$ cat src/rtl/csa_stream_arb.sv
// csa_stream_arb: round-robin scheduler sharing one pipelined DVB-CSA core
// among NUM_CH requesters. Issue slots are credit-limited so every result the
// non-stallable core produces is guaranteed a slot in the result FIFO.
module csa_stream_arb #(
  parameter int NUM_CH     = 4,
  parameter int CH_W       = 2,
  parameter int LAT        = 3,
  parameter int FIFO_DEPTH = 8
) (
  input  logic                 clk,
  input  logic                 rst_n,
  input  logic [NUM_CH-1:0]    req_valid,
  output logic [NUM_CH-1:0]    req_ready,
  input  logic [NUM_CH*64-1:0] req_ck,
  input  logic [NUM_CH*64-1:0] req_sb,
  output logic [63:0]          cy_ck,
  output logic [63:0]          cy_sb,
  output logic                 cy_vld,
  input  logic [63:0]          cy_cb,
  output logic                 rsp_valid,
  input  logic                 rsp_ready,
  output logic [CH_W-1:0]      rsp_ch,
  output logic [63:0]          rsp_cb,
  output logic                 busy
);

  localparam int AW = $clog2(FIFO_DEPTH);
  localparam int CW = AW + 1;
  localparam int EW = CH_W + 64;

  logic [CH_W-1:0] ptr_q, ptr_d;
  logic [CW-1:0]   credit_q, credit_d;
  logic [63:0]     cy_ck_q, cy_ck_d;
  logic [63:0]     cy_sb_q, cy_sb_d;
  logic            cy_vld_q, cy_vld_d;
  logic [CH_W-1:0] cy_ch_q, cy_ch_d;
  logic [LAT:1]    tag_vld_q, tag_vld_d;
  logic [CH_W-1:0] tag_ch_q [1:LAT];
  logic [CH_W-1:0] tag_ch_d [1:LAT];
  logic [EW-1:0]   mem_q [FIFO_DEPTH];
  logic [EW-1:0]   mem_d [FIFO_DEPTH];
  logic [AW-1:0]   wr_ptr_q, wr_ptr_d;
  logic [AW-1:0]   rd_ptr_q, rd_ptr_d;
  logic [CW-1:0]   cnt_q, cnt_d;

  logic [CH_W-1:0] cand;
  logic [CH_W-1:0] gnt_ch;
  logic            gnt_found;
  logic            accept;
  logic            push;
  logic            pop;
  logic [63:0]     sel_ck;
  logic [63:0]     sel_sb;
  logic [EW-1:0]   head;

  // Round-robin search starting one past the last accepted channel.
  always_comb begin
    gnt_found = 1'b0;
    gnt_ch    = '0;
    cand      = '0;
    for (int i = 1; i <= NUM_CH; i++) begin
      cand = CH_W'((int'(ptr_q) + i) % NUM_CH);
      if (!gnt_found && req_valid[cand]) begin
        gnt_found = 1'b1;
        gnt_ch    = cand;
      end
    end
  end

  // A grant always targets a valid channel, so a grant is an accept.
  assign accept    = gnt_found && (credit_q != '0);
  assign req_ready = accept ? (NUM_CH'(1) << gnt_ch) : '0;

  // Mux the granted channel's key and seed block.
  always_comb begin
    sel_ck = '0;
    sel_sb = '0;
    for (int i = 0; i < NUM_CH; i++) begin
      if (gnt_ch == CH_W'(i)) begin
        sel_ck = req_ck[i*64 +: 64];
        sel_sb = req_sb[i*64 +: 64];
      end
    end
  end

  // Issue register, tag pipeline, pointer and credit next-state.
  always_comb begin
    ptr_d    = accept ? gnt_ch : ptr_q;
    cy_vld_d = accept;
    cy_ch_d  = accept ? gnt_ch : cy_ch_q;
    cy_ck_d  = accept ? sel_ck : cy_ck_q;
    cy_sb_d  = accept ? sel_sb : cy_sb_q;
    // Stage 1 follows the issue register, so stage LAT lines up with cy_cb.
    tag_vld_d[1] = cy_vld_q;
    tag_ch_d[1]  = cy_ch_q;
    for (int k = 2; k <= LAT; k++) begin
      tag_vld_d[k] = tag_vld_q[k-1];
      tag_ch_d[k]  = tag_ch_q[k-1];
    end
    credit_d = credit_q;
    if (accept && !pop) begin
      credit_d = credit_q - CW'(1);
    end else if (!accept && pop) begin
      credit_d = credit_q + CW'(1);
    end
  end

  // Result FIFO next-state: push from the last tag stage, pop on handshake.
  always_comb begin
    push     = tag_vld_q[LAT];
    pop      = rsp_valid && rsp_ready;
    mem_d    = mem_q;
    wr_ptr_d = wr_ptr_q;
    rd_ptr_d = rd_ptr_q;
    cnt_d    = cnt_q;
    if (push) begin
      mem_d[wr_ptr_q] = {tag_ch_q[LAT], cy_cb};
      wr_ptr_d        = wr_ptr_q + AW'(1);
    end
    if (pop) begin
      rd_ptr_d = rd_ptr_q + AW'(1);
    end
    if (push && !pop) begin
      cnt_d = cnt_q + CW'(1);
    end else if (!push && pop) begin
      cnt_d = cnt_q - CW'(1);
    end
  end

  // Control state with async reset; a mid-operation reset drops all tags.
  always_ff @(posedge clk or negedge rst_n) begin
    if (!rst_n) begin
      ptr_q     <= CH_W'(NUM_CH - 1);
      credit_q  <= CW'(FIFO_DEPTH);
      cy_ck_q   <= '0;
      cy_sb_q   <= '0;
      cy_vld_q  <= 1'b0;
      cy_ch_q   <= '0;
      tag_vld_q <= '0;
      for (int k = 1; k <= LAT; k++) begin
        tag_ch_q[k] <= '0;
      end
      wr_ptr_q  <= '0;
      rd_ptr_q  <= '0;
      cnt_q     <= '0;
    end else begin
      ptr_q     <= ptr_d;
      credit_q  <= credit_d;
      cy_ck_q   <= cy_ck_d;
      cy_sb_q   <= cy_sb_d;
      cy_vld_q  <= cy_vld_d;
      cy_ch_q   <= cy_ch_d;
      tag_vld_q <= tag_vld_d;
      tag_ch_q  <= tag_ch_d;
      wr_ptr_q  <= wr_ptr_d;
      rd_ptr_q  <= rd_ptr_d;
      cnt_q     <= cnt_d;
    end
  end

  // FIFO storage needs no reset: the outputs are masked while it is empty.
  always_ff @(posedge clk) begin
    mem_q <= mem_d;
  end

  assign head      = mem_q[rd_ptr_q];
  assign rsp_valid = (cnt_q != '0);
  assign rsp_ch    = rsp_valid ? head[EW-1:64] : '0;
  assign rsp_cb    = rsp_valid ? head[63:0] : '0;
  assign cy_ck     = cy_ck_q;
  assign cy_sb     = cy_sb_q;
  assign cy_vld    = cy_vld_q;
  assign busy      = (|tag_vld_q) || cy_vld_q || rsp_valid;

  // Credits reserve a slot per issue, so a push can never hit a full FIFO.
  assert property (@(posedge clk) disable iff (!rst_n)
    !(push && (cnt_q == CW'(FIFO_DEPTH))));

endmodule
$ cat config.mk
export PLATFORM = sky130hd
export DESIGN_NAME = csa_stream_arb
export DESIGN_NICKNAME = d
export VERILOG_FILES = /design/src/rtl/csa_stream_arb.sv
export SDC_FILE = /design/constraint.sdc
export NUM_CORES = 1
export LEC_CHECK = 0
export ABC_CLOCK_PERIOD_IN_PS = 6600
export BUFFER_PORTS_ARGS = -buffer_cell sky130_fd_sc_hd__buf_4
export CAP_MARGIN = 40
export CORE_AREA = 2 2 306 308
export DETAILED_ROUTE_END_ITERATION = 10
export DIE_AREA = 0 0 308 310
export PLACE_DENSITY = 0.52
export SETUP_SLACK_MARGIN = 0.5
export SLEW_MARGIN = 20
export SYNTH_ARGS = -nofsm -noshare
export SYNTH_HDL_FRONTEND = slang
export SYNTH_SLANG_ARGS = --single-unit
$ cat constraint.sdc
create_clock -name clk -period 6.6 [get_ports clk]
set_clock_uncertainty 0.15 [all_clocks]
set_input_delay 1.32 -clock clk [delete_from_list [all_inputs] [get_ports clk]]
set_output_delay 1.32 -clock clk [all_outputs]
set_load 0.02 [all_outputs]
; After elaboration in Yosys (flattened, before gate mapping)
; Cells that the tools add are included.
; Widths: inputs -> output; s select.
[op_classes]
add_sub_neg = 10
magnitude_cmp = 7
eq_ne = 3
shift = 1
n_mux = 37
n_bitwise = 2
n_reduce_logical = 24
[ops]
columns = op, count
row1 = $mux 64, 9
row2 = $bwmux 528, 1
row3 = $bmux 66 s3, 1
row4 = $demux 66 s3, 1
row5 = $mux 66, 3
row6 = $mux 4, 5
row7 = $lt 2x3->1 const B, 4
row8 = $logic_and 1x1->1, 10
row9 = $mux 2, 5
row10 = $add 4x1->4 const B, 2
row11 = $bmux 1 s2, 4
row12 = $ge 4x4->1 const B, 2
row13 = $mux 1, 8
row14 = $not 3->4, 2
row15 = $reduce_bool 4->1, 2
row16 = $sub 4x1->4 const B, 2
row17 = $add 3x1->3 const B, 2
row18 = $logic_not 1->1, 6
row19 = $add 2x1->2 const B, 2
row20 = $add 2x2->2 const B, 2
row21 = $eq 2x2->1 const B, 2
row22 = $lt 4x1->1 const B, 1
row23 = $reduce_bool 2->1, 2
row24 = $shl 1x2->4 const A, 1
row25 = other kinds (4), 5
[word_totals]
reg_bits = 684
input_bits = 583
output_inout_bits = 201
wordCells = 105

; Depth between registers and ports, before layout
[depth]
depth_word = 18
depth_mapped = 14
ltp_nobuf = 11

; Worst setup path before layout
; Ideal clock, no wire load.
[synth_timing]
path_type = reg-to-reg
startpoint = register wr_ptr_q[0] (netlist name)
endpoint = register mem_q[462] (netlist name) (enable)
arrival_ns = 5.078
required_time_ns = 5.879
path_slack_ns = 0.801
stages_incl_launch_ff = 3
n_path_buf = 0
synth_period_minus_slack_ns = 5.799
path_cell_list = dfrtp_1 > nand2b_1 > nor3_1
[synth_lines]
columns = element, line
row1 = to (signal assigned), 163  ; mem_q <= mem_d;
row2 = to (decl), 40  ; logic [EW-1:0] mem_q [FIFO_DEPTH];

; Worst setup path after layout
[layout_timing]
startpoint = register rd_ptr_q[0]
endpoint = output port rsp_cb[37]
[layout_via]
elab_chain_len = 5
[layout_rtl]
columns = element, line
row1 = from (decl), 43  ; logic [AW-1:0] rd_ptr_q, rd_ptr_d;
row2 = from (signal assigned), 156  ; rd_ptr_q <= rd_ptr_d;
row3 = $not 3->4 (implied by the code), 166  ; assign head = mem_q[rd_ptr_q];
row4 = $bmux 66 s3, 166
row5 = $mux 66 (implied by the code) (2 in a row), 166
row6 = $mux 64, 169  ; assign rsp_cb = rsp_valid ? head[63:0] : '0;
row7 = to (decl), 23  ; output logic [63:0] rsp_cb,
; Every way passes these cells. The select of a mux whose other input is x is not followed.

==> impl_metrics.ini <==
[setup_path]
required_ps = 5130
crit_fanout = 31
critPathKind = reg2out
cp-end-kind = output pin
worstPathArrival_ps = 3080
worst_setup_path_start_kind = flip-flop

[timing]
fin_setup_tns_ps = 0
setup_violations = 0
finalMaxSlewViolations = 0
tightestPinTransition_ps = 854
period_needed_ps = 4550
hold_viol = 0
rsz0062_at_grt = no
relSlewSlack_pct = 43.1
max_freq_mhz = 220
post-route-period-util_pct = 69.0

[floorplanning]
die_area_mm2 = 0.0955
io_pins = 784
rows = 112
die_y_um = 310
start_util_pct = 31.4
die_w_um = 308
fp.coreArea_mm2 = 0.0925

[synthesis]
synth_area_per_cell_um2 = 15.7
yosys_register_bits = 684
synthArstFlopShare_pct = 22.8
yosys_warnings = 0
syn_area_mm2 = 0.0290
synth_top_cell_by_area = edfxtp_1
synth_top_area_share_pct = 54.6
ys_top_cells_by_area = edfxtp_1, dfrtp_1, mux4_2
synth-main-ff-cell = edfxtp_1
syn_nets = 2436
synth_edf_count = 528
synth_cells = 1844
ys_seq_area_share_pct = 68.0
ys_types = 47

[clock_network]
htree_levels = 3
clk_pin_slew_ps = 60
numCtsBuffers = 80
hold_buffers = 0
post_cts_buffers = 0
cts_tree = done
cts_sinks = 684
clk_path_buf_depth = 3
cts.repair.resized = 0
cts_root_buffer = clkbuf_16
clkLatencyLatePin_ps = 630

[final_layout]
final_common_cell = buf_4
multi_input_area_mm2 = 0.00877
nNetsFinal = 3208
final_cell_mix = buf_4, edfxtp_1, nand2_1
drive_above_1_share_pct = 43.6
regArea_mm2 = 0.0198
final_util_pct = 42.5
areaGrowthSynthToFinish_pct = 35.3
fillCellCount = 8566

[global_routing]
antenna_found_initial = 72
grt_max_degree = 74
grt.overflow.total = 0
grt_pass1_wl_mm = 173
grt_pass1_vias = 21400
track_usage_pct = 26.3

[detailed_routing]
drtPass1Iterations = 10
ant_nets = 0
drtIter0Drc = 2112
drc = 0
vias = 21000
post_drt_wl_per_cell_um = 32.8
via_per_inst = 5.37
wl_mm = 128

[place]
io_buffer_count = 783
gp_congestion = 0.979
place_hpwl_mm = 94.5

[outcome]
status = completed

[worst_hold_path]
hp-class = reg2reg

[power_and_ir_drop]
p_leak_nw = 15.2
vdd.ir_drop.worst_uv = 208
power_density_mw_per_mm2 = 503

[flow_run]
max-cap-violations = 0
==> worst paths after layout <==
kind                             start  depth (start not counted)          end  slack [ps]
max                        rd_ptr_q[0]                          6   rsp_cb[37]        2050
min                        tag_ch_d[2]                          0  tag_ch_d[0]         210
max reg2reg                   ptr_q[1]                          6     cy_ck[0]        3140
min reg2reg                tag_ch_d[2]                          0  tag_ch_d[0]         210
max in group asynchronous        rst_n                          3     cy_ck[9]        4640
min in group asynchronous        rst_n                          1     cy_ck[8]         490
==> where the power goes <==
group | leakage [nW] | total, mW | switching, mW | internal (mW)
logic | 7.26 | 8.46 | 5.01 | 3.45
clock network | 1.30 | 4.49 | 1.83 | 2.67
registers | 6.68 | 6.79 | 0.667 | 6.12
==> cells in the mapped netlist, drive strengths merged (3+ instances only) <==
cell type / n
a211oi: 12
inv: 3
o21ai: 122
nand2: 176
buf: 47
o22ai: 21
and3: 34
mux2i: 79
a222oi: 47
clkbuf: 97
mux4: 132
nand2b: 6
xnor2: 7
xor2: 6
dfstp: 3
nor2: 131
a21oi: 39
dfrtp: 153
nor4: 3
edfxtp: 528
o221ai: 49
mux2: 64
nor3: 19
a2bb2oi: 35
ha: 8
==> area by class of cell <==
class	instances	area share (%)
antenna	37	0.236
clock buffer	103	5.58
clock inverter	44	1.20
inverter	3	0.0350
multi-input combinational	1013	22.3
sequential	684	50.3
tap	1197	3.81
timing repair buffer	834	16.5
==> logic make-up (layout without fill, tap and decap cells) <==
group	count (synthesis)	after routing	synth area share [%]
other	0	37	0
adder cells (fa/ha/maj)	9	9	0.414
multiplexers	275	275	15.4
AO/OA/AOI/OAI	338	338	8.14
XOR/XNOR	13	13	0.392
flip-flops	684	684	68.0
buffers and inverters	147	984	2.12
AND/OR/NAND/NOR	378	378	5.44
==> critical path, stage by stage, from the launching register on <==
cell and delay, ps:
dfrtp_4 680, buf_16 300, buf_4 350, mux4_2 540
mux2i_1 280, nor2_1 70, buf_4 170
==> through the flow <==
step	instances	worst slack, ps	hold slack (ps)	power (mW)	cell area [um^2]
floorplan	1844	801	181	11.6	29000
global route	3896	1820	204	20.7	39200
finish	3915	2050	205	19.7	39300
CTS	3877	1930	202	20.0	39200
detailed placement	3730	2110	189	15.5	36500
global placement	3721	2090	184	15.2	36300
==> routing by layer <==
layer  routed length (um)  track usage (%)
met1                47300             31.6
met4                 4600             10.2
met3                13300             8.70
met5                  184                0
met2                63100             43.9
==> registers in the layout (all words and copies together) (netlist names), 3 cells and up <==
register,flops
cnt_q,4
tag_vld_q,3
tag_ch_d,4
rd_ptr_q,3
wr_ptr_q,3
credit_q,4
mem_q,528
cy_sb,64
cy_ck,64
Power figures use the tool's default switching activity.
